[config.mk]
export PLATFORM = sky130hd
export DESIGN_NAME = rng_word_harvester
export DESIGN_NICKNAME = d
export VERILOG_FILES = /design/src/rtl/rng_pkg.sv /design/src/rtl/rng_fifo.sv /design/src/rtl/rng_word_harvester.sv
export SDC_FILE = /design/constraint.sdc
export NUM_CORES = 1
export LEC_CHECK = 0
export CAP_MARGIN = 20
export CORE_MARGIN = 2
export CORE_UTILIZATION = 65
export CTS_BUF_LIST = sky130_fd_sc_hd__clkbuf_4
export DETAILED_ROUTE_END_ITERATION = 8
export PLACE_DENSITY_LB_ADDON = 0.15
export SLEW_MARGIN = 30
export SYNTH_ARGS = -nofsm -noshare
export SYNTH_HDL_FRONTEND = slang
export SYNTH_SLANG_ARGS = --single-unit
[constraint.sdc]
create_clock -name CLK -period 5.4 [get_ports CLK]
set_input_delay 1.62 -clock CLK [delete_from_list [all_inputs] [get_ports CLK]]
set_output_delay 1.62 -clock CLK [all_outputs]
set_load 0.03 [all_outputs]
[src/rtl/rng_pkg.sv]
// Shared types and constants for the random-word harvester.
package rng_pkg;

  localparam int unsigned LFSR_BITS = 16;
  localparam int unsigned DROP_W    = 8;

  typedef enum logic [1:0] {
    ST_WARMUP  = 2'd0,
    ST_HARVEST = 2'd1,
    ST_FAULT   = 2'd2
  } state_t;

  // Bits needed to hold the values 0..n-1 (at least one bit).
  function automatic int unsigned cnt_w(input int unsigned n);
    return (n < 2) ? 1 : $clog2(n);
  endfunction

endpackage

[src/rtl/rng_fifo.sv]
// Synchronous first-word-fall-through FIFO. Entry 0 is always the head, so the
// head word and valid flag come straight from flops; unused entries read as 0.
module rng_fifo
  import rng_pkg::*;
#(
  parameter int unsigned WIDTH = 32,
  parameter int unsigned DEPTH = 4
) (
  input  logic             clk,
  input  logic             rst_n,
  input  logic             push,
  input  logic             pop,
  input  logic             flush,
  input  logic [WIDTH-1:0] din,
  output logic [WIDTH-1:0] dout,
  output logic             valid,
  output logic             full,
  output logic             empty
);

  localparam int unsigned CW = cnt_w(DEPTH + 1);
  localparam int unsigned AW = cnt_w(DEPTH);

  logic [WIDTH-1:0] mem_q [DEPTH];
  logic [WIDTH-1:0] mem_d [DEPTH];
  logic [CW-1:0]    cnt_q;
  logic [CW-1:0]    cnt_d;
  logic             do_pop;
  logic             do_push;
  logic [AW-1:0]    wr_idx;

  assign full    = (cnt_q == CW'(DEPTH));
  assign empty   = ~valid;
  assign dout    = mem_q[0];
  assign do_pop  = pop && (cnt_q != '0);
  assign do_push = push && (!full || do_pop);
  assign wr_idx  = AW'(cnt_q - CW'(do_pop));

  // Shift toward the head on pop, then write the new word behind the last entry.
  always_comb begin
    mem_d = mem_q;
    if (do_pop) begin
      for (int unsigned i = 0; i + 1 < DEPTH; i++) begin
        mem_d[AW'(i)] = mem_q[AW'(i + 1)];
      end
      mem_d[AW'(DEPTH - 1)] = '0;
    end
    if (do_push) begin
      mem_d[wr_idx] = din;
    end
    cnt_d = cnt_q + CW'(do_push) - CW'(do_pop);
  end

  always_ff @(posedge clk) begin
    if (!rst_n || flush) begin
      for (int unsigned i = 0; i < DEPTH; i++) begin
        mem_q[AW'(i)] <= '0;
      end
      cnt_q <= '0;
      valid <= 1'b0;
    end else begin
      mem_q <= mem_d;
      cnt_q <= cnt_d;
      valid <= (cnt_d != '0);
    end
  end

endmodule

[src/rtl/rng_word_harvester.sv]
// Decimates the LFSR bus into samples, drops a warm-up run, packs samples into
// words with a repetition health test, and queues words for a valid/ready sink.
module rng_word_harvester
  import rng_pkg::*;
#(
  parameter int unsigned WIDTH        = 32,
  parameter int unsigned DECIMATE     = 16,
  parameter int unsigned WARMUP       = 4,
  parameter int unsigned REPEAT_LIMIT = 4,
  parameter int unsigned FIFO_DEPTH   = 4
) (
  input  logic                  CLK,
  input  logic                  reset,
  input  logic [0:LFSR_BITS-1]  lfsr_in,
  input  logic                  enable,
  output logic [WIDTH-1:0]      rnd_data,
  output logic                  rnd_valid,
  input  logic                  rnd_ready,
  output logic                  fault,
  output logic [DROP_W-1:0]     drop_count
);

  localparam int unsigned WORDS = WIDTH / LFSR_BITS;
  localparam int unsigned DW    = cnt_w(DECIMATE);
  localparam int unsigned WW    = cnt_w(WARMUP);
  localparam int unsigned SW    = cnt_w(WORDS);
  localparam int unsigned RW    = cnt_w(REPEAT_LIMIT + 1);

  state_t                 state_q;
  state_t                 state_d;
  logic [DW-1:0]          dcnt_q;
  logic [WW-1:0]          wcnt_q;
  logic [SW-1:0]          scnt_q;
  logic [RW-1:0]          rep_q;
  logic [RW-1:0]          rep_nxt;
  logic [LFSR_BITS-1:0]   prev_q;
  logic [LFSR_BITS-1:0]   sample;
  logic [WIDTH-1:0]       acc_q;
  logic [WIDTH-1:0]       acc_nxt;
  logic                   fault_q;
  logic [DROP_W-1:0]      drop_q;
  logic                   take;
  logic                   trip;
  logic                   word_done;
  logic                   push;
  logic                   pop;
  logic                   fifo_full;
  logic                   fifo_empty;

  // lfsr_in[0] lands in the sample MSB.
  assign sample    = lfsr_in;
  assign take      = enable && (dcnt_q == DW'(DECIMATE - 1));
  assign rep_nxt   = ((rep_q != '0) && (sample == prev_q)) ? rep_q + RW'(1) : RW'(1);
  assign trip      = take && (state_q != ST_FAULT) && (rep_nxt >= RW'(REPEAT_LIMIT));
  assign word_done = take && (state_q == ST_HARVEST) && (scnt_q == SW'(WORDS - 1));
  assign push      = word_done && !trip;
  assign pop       = rnd_ready && !fifo_empty;
  assign acc_nxt   = WIDTH'({acc_q, sample});

  always_ff @(posedge CLK) begin
    if (!reset) begin
      state_q <= ST_WARMUP;
    end else begin
      state_q <= state_d;
    end
  end

  always_comb begin
    state_d = state_q;
    unique case (state_q)
      ST_WARMUP: begin
        if (trip) begin
          state_d = ST_FAULT;
        end else if (take && (wcnt_q == WW'(WARMUP - 1))) begin
          state_d = ST_HARVEST;
        end
      end
      ST_HARVEST: begin
        if (trip) begin
          state_d = ST_FAULT;
        end
      end
      ST_FAULT: state_d = ST_FAULT;
      default:  state_d = ST_FAULT;
    endcase
  end

  always_ff @(posedge CLK) begin
    if (!reset) begin
      dcnt_q  <= '0;
      wcnt_q  <= '0;
      scnt_q  <= '0;
      rep_q   <= '0;
      prev_q  <= '0;
      acc_q   <= '0;
      fault_q <= 1'b0;
      drop_q  <= '0;
    end else begin
      if (enable) begin
        dcnt_q <= (dcnt_q == DW'(DECIMATE - 1)) ? '0 : dcnt_q + DW'(1);
      end
      // Health test history; a zero rep count means no sample seen yet.
      if (take && (state_q != ST_FAULT)) begin
        prev_q <= sample;
        rep_q  <= rep_nxt;
      end
      if (take && (state_q == ST_WARMUP)) begin
        wcnt_q <= wcnt_q + WW'(1);
      end
      if (take && (state_q == ST_HARVEST)) begin
        if (word_done) begin
          acc_q  <= '0;
          scnt_q <= '0;
        end else begin
          acc_q  <= acc_nxt;
          scnt_q <= scnt_q + SW'(1);
        end
      end
      if (trip) begin
        fault_q <= 1'b1;
      end
      if (push && fifo_full && !pop && (drop_q != '1)) begin
        drop_q <= drop_q + DROP_W'(1);
      end
    end
  end

  rng_fifo #(
    .WIDTH (WIDTH),
    .DEPTH (FIFO_DEPTH)
  ) u_fifo (
    .clk   (CLK),
    .rst_n (reset),
    .push  (push),
    .pop   (pop),
    .flush (trip),
    .din   (acc_nxt),
    .dout  (rnd_data),
    .valid (rnd_valid),
    .full  (fifo_full),
    .empty (fifo_empty)
  );

  assign fault      = fault_q;
  assign drop_count = drop_q;

endmodule

## Yosys cells after proc, flatten, opt, wreduce, memory -nomap -nowiden

Index checks and enable logic that the tools add are counted.

| cells by class | value |
|---|---|
| $add $sub $neg | 8 |
| magnitude comparators | 3 |
| eq/ne operators | 9 |
| mux-type cells | 13 |
| bitwise operators | 1 |
| reduce and logical (&&, ||, !) cells | 27 |

Operators with widths:

| operator | count |
|---|---|
| 128-bit two-way mux | 2 |
| 128-bit bitwise mux | 1 |
| 32-bit demux with 2-bit select | 1 |
| 32-bit two-way mux | 1 |
| 16-bit == test | 1 |
| 1-bit logical AND | 16 |
| 16-bit two-way mux | 1 |
| 3-bit nonzero test | 3 |
| 8-bit by 1-bit adder with 8-bit output, second input constant | 1 |
| 8-bit != test, second input constant | 1 |
| 3-bit >= comparator, second input constant | 2 |
| 2-bit two-way mux | 3 |
| 4-bit by 1-bit adder with 4-bit output, second input constant | 1 |
| 4-bit == test, second input constant | 1 |
| 1-bit logical NOT | 4 |
| 4-bit two-way mux | 1 |
| 2-bit != test, second input constant | 2 |
| 2-bit one-hot mux with 2 select lines | 1 |
| 3-bit by 1-bit adder with 3-bit output | 1 |
| 3-bit by 1-bit adder with 3-bit output, second input constant | 1 |
| 3-bit == test, second input constant | 1 |
| 3-bit by 1-bit < comparator with 1-bit output, second input constant | 1 |
| 3-bit two-way mux | 1 |
| 3-bit != test, second input constant | 1 |
| other kinds (11) | 12 |

| storage, ports and cells | value |
|---|---|
| register bits after elaboration | 185 |
| input port bits | 20 |
| output and inout port bits | 42 |
| word-level logic and storage cells | 76 |

## Logic depth before layout (Yosys ltp)

| depth | value |
|---|---|
| word-level depth | 11 |
| mapped depth | 13 |
| depth with buffers taken out | 11 |

## By module

A second synthesis with hierarchy kept.

| unflattened totals | value |
|---|---|
| cells, all modules | 899 |
| area, all modules | 8559.5 um2 |

By module, submodules not included:

| module | times used | cells an instance | area each (um2) | seq. area each (um2) |
|---|---|---|---|---|
| rng_fifo | 1 | 615 | 6170.9 | 2642.5 |
| rng_word_harvester | 1 | 284 | 2388.5 | 1061.0 |

## Least setup slack after synthesis

OpenSTA, ideal clock, no wires.

| path | value |
|---|---|
| kind | input to register |
| start | input lfsr_in[1] (netlist bit) |
| end | register u_fifo.valid |
| setup time | 0.125 ns |
| data arrival time | 4.044 ns |
| data required time | 5.275 ns |
| slack | 1.231 ns |
| cell stages on the path | 12 |
| buffers on the path | 3 |
| cells stage by stage | buf_2 -> xor2_1 -> or3_1 -> nor4_2 -> nor3b_4 -> buf_6 -> buf_4 -> nor3_1 -> ha_1 -> fa_1 -> xnor2_1 -> a31oi_1 |

| between the ends | value |
|---|---|
| cells in the longest elaborated chain, start to end | 11 |
| elaborated cells on any way between the ends | 12 |
| those cells by class | add/sub: 2; order compare: 1; eq/ne: 1; mux: 1; reduce/logical: 7 |

Ends and longest elaborated chain:

| element | RTL line | text |
|---|---|---|
| start, declared | rng_word_harvester.sv:14 | `input logic [0:LFSR_BITS-1] lfsr_in,` |
| 16-bit == test (*) | rng_word_harvester.sv:53 | `assign rep_nxt = ((rep_q != '0) && (sample == prev_q)) ? rep_q + RW'(1) : RW'(1);` |
| 1-bit logical AND (*) | rng_word_harvester.sv:53 |  |
| 3-bit two-way mux (*) | rng_word_harvester.sv:53 |  |
| 3-bit >= comparator (*) | rng_word_harvester.sv:54 | `assign trip = take && (state_q != ST_FAULT) && (rep_nxt >= RW'(REPEAT_LIMIT));` |
| 1-bit logical AND (*) | rng_word_harvester.sv:54 |  |
| 1-bit logical NOT | rng_word_harvester.sv:56 | `assign push = word_done && !trip;` |
| 1-bit logical AND | rng_word_harvester.sv:56 |  |
| 1-bit logical AND | rng_fifo.sv:36 | `assign do_push = push && (!full \|\| do_pop);` |
| 3-bit by 1-bit adder with 3-bit output | rng_fifo.sv:51 | `cnt_d = cnt_q + CW'(do_push) - CW'(do_pop);` |
| 3-bit by 1-bit subtractor with 3-bit output | rng_fifo.sv:51 |  |
| 3-bit nonzero test | rng_fifo.sv:64 | `valid <= (cnt_d != '0);` |
| end signal, assigned | rng_fifo.sv:64 |  |
| end, declared | rng_fifo.sv:16 | `output logic valid,` |

Every way passes the cells marked *; elsewhere a longest branch is shown, timed or not.
A chain may end at the register's enable or synchronous reset.

## Worst setup path in the final report

| path | value |
|---|---|
| start | input rnd_ready |
| end | register u_fifo.mem_q[9] (netlist bit) |

| between the ends | value |
|---|---|
| cells in the longest elaborated chain, start to end | 10 |
| elaborated cells on any way between the ends | 14 |
| those cells by class | add/sub: 1; order compare: 2; mux: 5; bitwise: 1; reduce/logical: 5 |

Ends and longest elaborated chain:

| element | RTL line | text |
|---|---|---|
| start, declared | rng_word_harvester.sv:18 | `input logic rnd_ready,` |
| 1-bit logical AND (*) | rng_word_harvester.sv:57 | `assign pop = rnd_ready && !fifo_empty;` |
| 1-bit logical AND (*) | rng_fifo.sv:35 | `assign do_pop = pop && (cnt_q != '0);` |
| 2-bit by 1-bit subtractor with 2-bit output | rng_fifo.sv:37 | `assign wr_idx = AW'(cnt_q - CW'(do_pop));` |
| 2-bit NOT with 3-bit output (implied by the code) | rng_fifo.sv:49 | `mem_d[wr_idx] = din;` |
| 3-bit >= comparator (implied by the code) or 3-bit by 1-bit < comparator with 1-bit output (tied branches) | rng_fifo.sv:49 |  |
| 1-bit logical AND (implied by the code) | rng_fifo.sv:49 |  |
| 32-bit two-way mux (implied by the code) | rng_fifo.sv:49 |  |
| 32-bit demux with 2-bit select | rng_fifo.sv:49 |  |
| 128-bit bitwise mux | rng_fifo.sv:49 |  |
| 128-bit two-way mux (*) | rng_fifo.sv:48 | `if (do_push) begin` |
| end signal, assigned | rng_fifo.sv:62 | `mem_q <= mem_d;` |
| end, declared | rng_fifo.sv:24 | `logic [WIDTH-1:0] mem_q [DEPTH];` |

Marks and branches as above.

==> summary.txt <==
Synth area leader - dfxtp_1
switch share - 0.238
Slew HR - 0.368
internal power - 1.63 mW
root buf cell - clkbuf_4
synthesized flop and latch total - 185
drt first pass iters - 5
Final WS setup - 1.25 ns
Syn Std Cell Area - 8840 um^2
H-tree depth - 4
Residual DRC - 0
Critical Path End Type - register
Max FO, Critical Path - 17
Longest Clk Path Bufs - 2
Hold Vio Cnt, Final - 0
num ports - 62
Initial Util - 0.667
Crit path required time - 5.92 ns
Num CTS Buffers - 17
vias in the first global route - 6486
final setup TNS - 0 ns
Slew Limit Fails - 0
Mapped Nets - 1038
Reg power frac - 0.639
critical path startpoint category - input port
fin crit period - 4.15 ns
worst reg2reg setup slack - 2.37 ns
routed len/inst - 17.0 um
Clock Skew - 0.0207 ns
Hold Crit Endpoint - u_fifo.mem_q[17]
PortBufs - 61
Top FF cell, synth - dfxtp_1
Setup Viol. Count Final - 0
CTS sink cnt - 185
CTS tree - yes
FF-to-FF End - u_fifo.mem_q[9]
CP arrival - 4.67 ns
commonest non-fill, non-tap cells in the layout - nand2_1 (202), dfxtp_1 (185), mux2i_1 (101)
hold path cells - 2
pre-CTS WS - 0.747 ns
DIE HEIGHT - 121 um
hold_buf cts - 0
vias per cell - 5.87
WHS - 0.472 ns
largest net degree at the start of global routing - 72
die width - 121 um
Core Rows - 42
clk_lat worst skew - 0.59 ns
grt total ovfl - 0
Synth cell types - 52
Power Total - 2.14 mW
Placeable Area - 13200 um^2
final net count - 1014
Total GRT Usage - 0.284
placed cell count - 1142
Routed Antenna Nets - 0
DRT iter0 DRCs - 463
r2r startpoint - dcnt_q[0]
initial antenna violation count - 1
most common cell after layout, fill and taps aside - nand2_1
Leak - 3.93 nW
Tcrit/Tclk final - 0.768
Post-Synthesis Cells - 1009
Max Cap Violations - 0
Worst Tran Pin Value - 0.948 ns
worst hold path type - register to register
final std cells w/o fill - 1174
P per Cell Area - 228 nW/um^2
post-synthesis sequential area ratio - 0.419
share of cells above drive strength 1 - 0.120
RSZ-0062 raised after global routing - no
post-CTS setup buffer count - 0
Sw Pwr - 509 uW
routability cong. - 0.818
worst r2r path cells - 9
Clock Power Share - 0.324
Async SR Flop Fraction - 0
number of gates resized after cts - 0
combinational group share of total power - 0.037
EDFF count, synth - 0
YS warnings - 0
Yosys top cell area share - 0.419
first-pass GRT wire length - 33000 um
maximum VDD drop - 0.000179 V
Via Count - 6886
Avg Cell Area, Syn - 8.76 um^2
P&R area growth vs syn - 6.06%
final WL - 20000 um
Die ar. - 14500 um^2
Max Fclk - 241 MHz
ranking of synthesized cells by area - dfxtp_1 (42%), mux2i_1 (11%), nand2_1 (8.6%)
status - completed
Worst-path clk slew - 0.14 ns
WS Path Type - input port to register
hold_sp - u_fifo.mem_q[17]
post-DP HPWL - 12600 um
-- synth_stat cells, types with 8 or more instances --
master and count:
a211oi_1 33, a211oi_2 31, a21oi_1 71, buf_2 33, buf_4 40, buf_6 9
clkbuf_1 40, dfxtp_1 185, ha_1 8, inv_1 12, mux2i_1 101, nand2_1 202
nand3_1 41, nor2_1 20, nor2_2 28, nor3_1 71, xnor2_1 17
-- power by group through the flow --
stage               Combinational, mW  Sequential, mW  Clock (mW)
CTS                            0.0780            1.37       0.704
floorplan                      0.0524            1.40           0
global placement               0.0776            1.40           0
global route                   0.0833            1.37       0.755
finish                         0.0790            1.37       0.693
detailed placement             0.0777            1.40           0
-- registers in the layout (all words and copies together), names as in the netlist --
register	count
fault	1
u_fifo.dout	32
wcnt_q	2
dcnt_q	4
rep_q	3
scnt_q	1
drop_count	8
state_q	2
u_fifo.mem_q	96
prev_q	16
u_fifo.cnt_q	3
acc_q	16
u_fifo.valid	1
-- cell type report --
| type | instances | area [um^2] |
|---|---|---|
| inverters | 13 | 48.8 |
| fillers | 1079 | 3870 |
| multi-input cells | 684 | 4340 |
| clock inverters | 10 | 78.8 |
| clock buffers | 21 | 158 |
| diodes | 1 | 2.50 |
| flip-flops and latches | 185 | 3700 |
| well taps | 176 | 220 |
| repair buffers | 84 | 821 |
-- worst max-delay path by stage --
stage | to | depth (start not counted) | start | slack, ns
after CTS | u_fifo.mem_q[4] | 11 | rnd_ready | 1.34
after detailed placement | u_fifo.mem_q[4] | 11 | rnd_ready | 0.75
after global placement | u_fifo.mem_q[1] | 11 | rnd_ready | 0.84
after global routing | u_fifo.mem_q[1] | 11 | rnd_ready | 1.14
final | u_fifo.mem_q[9] | 11 | rnd_ready | 1.25
after floorplan | u_fifo.valid | 12 | lfsr_in[1] | 1.23
-- worst max-delay path, stage by stage --
cell and delay [ns]:
clkdlybuf4s50_1 0.59, o311ai_4 0.13, inv_1 0.10, ha_1 0.15
inv_1 0.06, ha_1 0.31, nor4b_1 0.39, o21a_1 0.68
buf_4 0.37, nand2_1 0.09, a21oi_1 0.16
-- routing by layer --
layer | routed length (um) | global-route usage | up-vias
li1 | - | - | 3389
met1 | 9240 | 0.379 | 3279
met2 | 9340 | 0.459 | 187
met3 | 1050 | 0.0528 | 31
met4 | 386 | 0.106 | 0
met5 | 0 | 0 | -
-- per-stage QoR --
step           utilization  cell area, um^2
5_1_grt              0.708             9370
4_1_cts              0.708             9370
2_1_floorplan            -             8840
3_3_place_gp         0.690             9140
6_report             0.708             9370
3_5_place_dp         0.690             9140
-- kinds of logic after synthesis --
family                   after synthesis  share of synthesized area
AO/OA/AOI/OAI                        152                      0.127
adder cells (fa/ha/maj)                9                     0.0136
flip-flops                           185                      0.419
XOR/XNOR                              23                     0.0228
multiplexers                         102                      0.116
buffers and inverters                140                     0.0926
AND/OR/NAND/NOR                      398                      0.209
No activity file was read; power rests on OpenSTA's default activity.
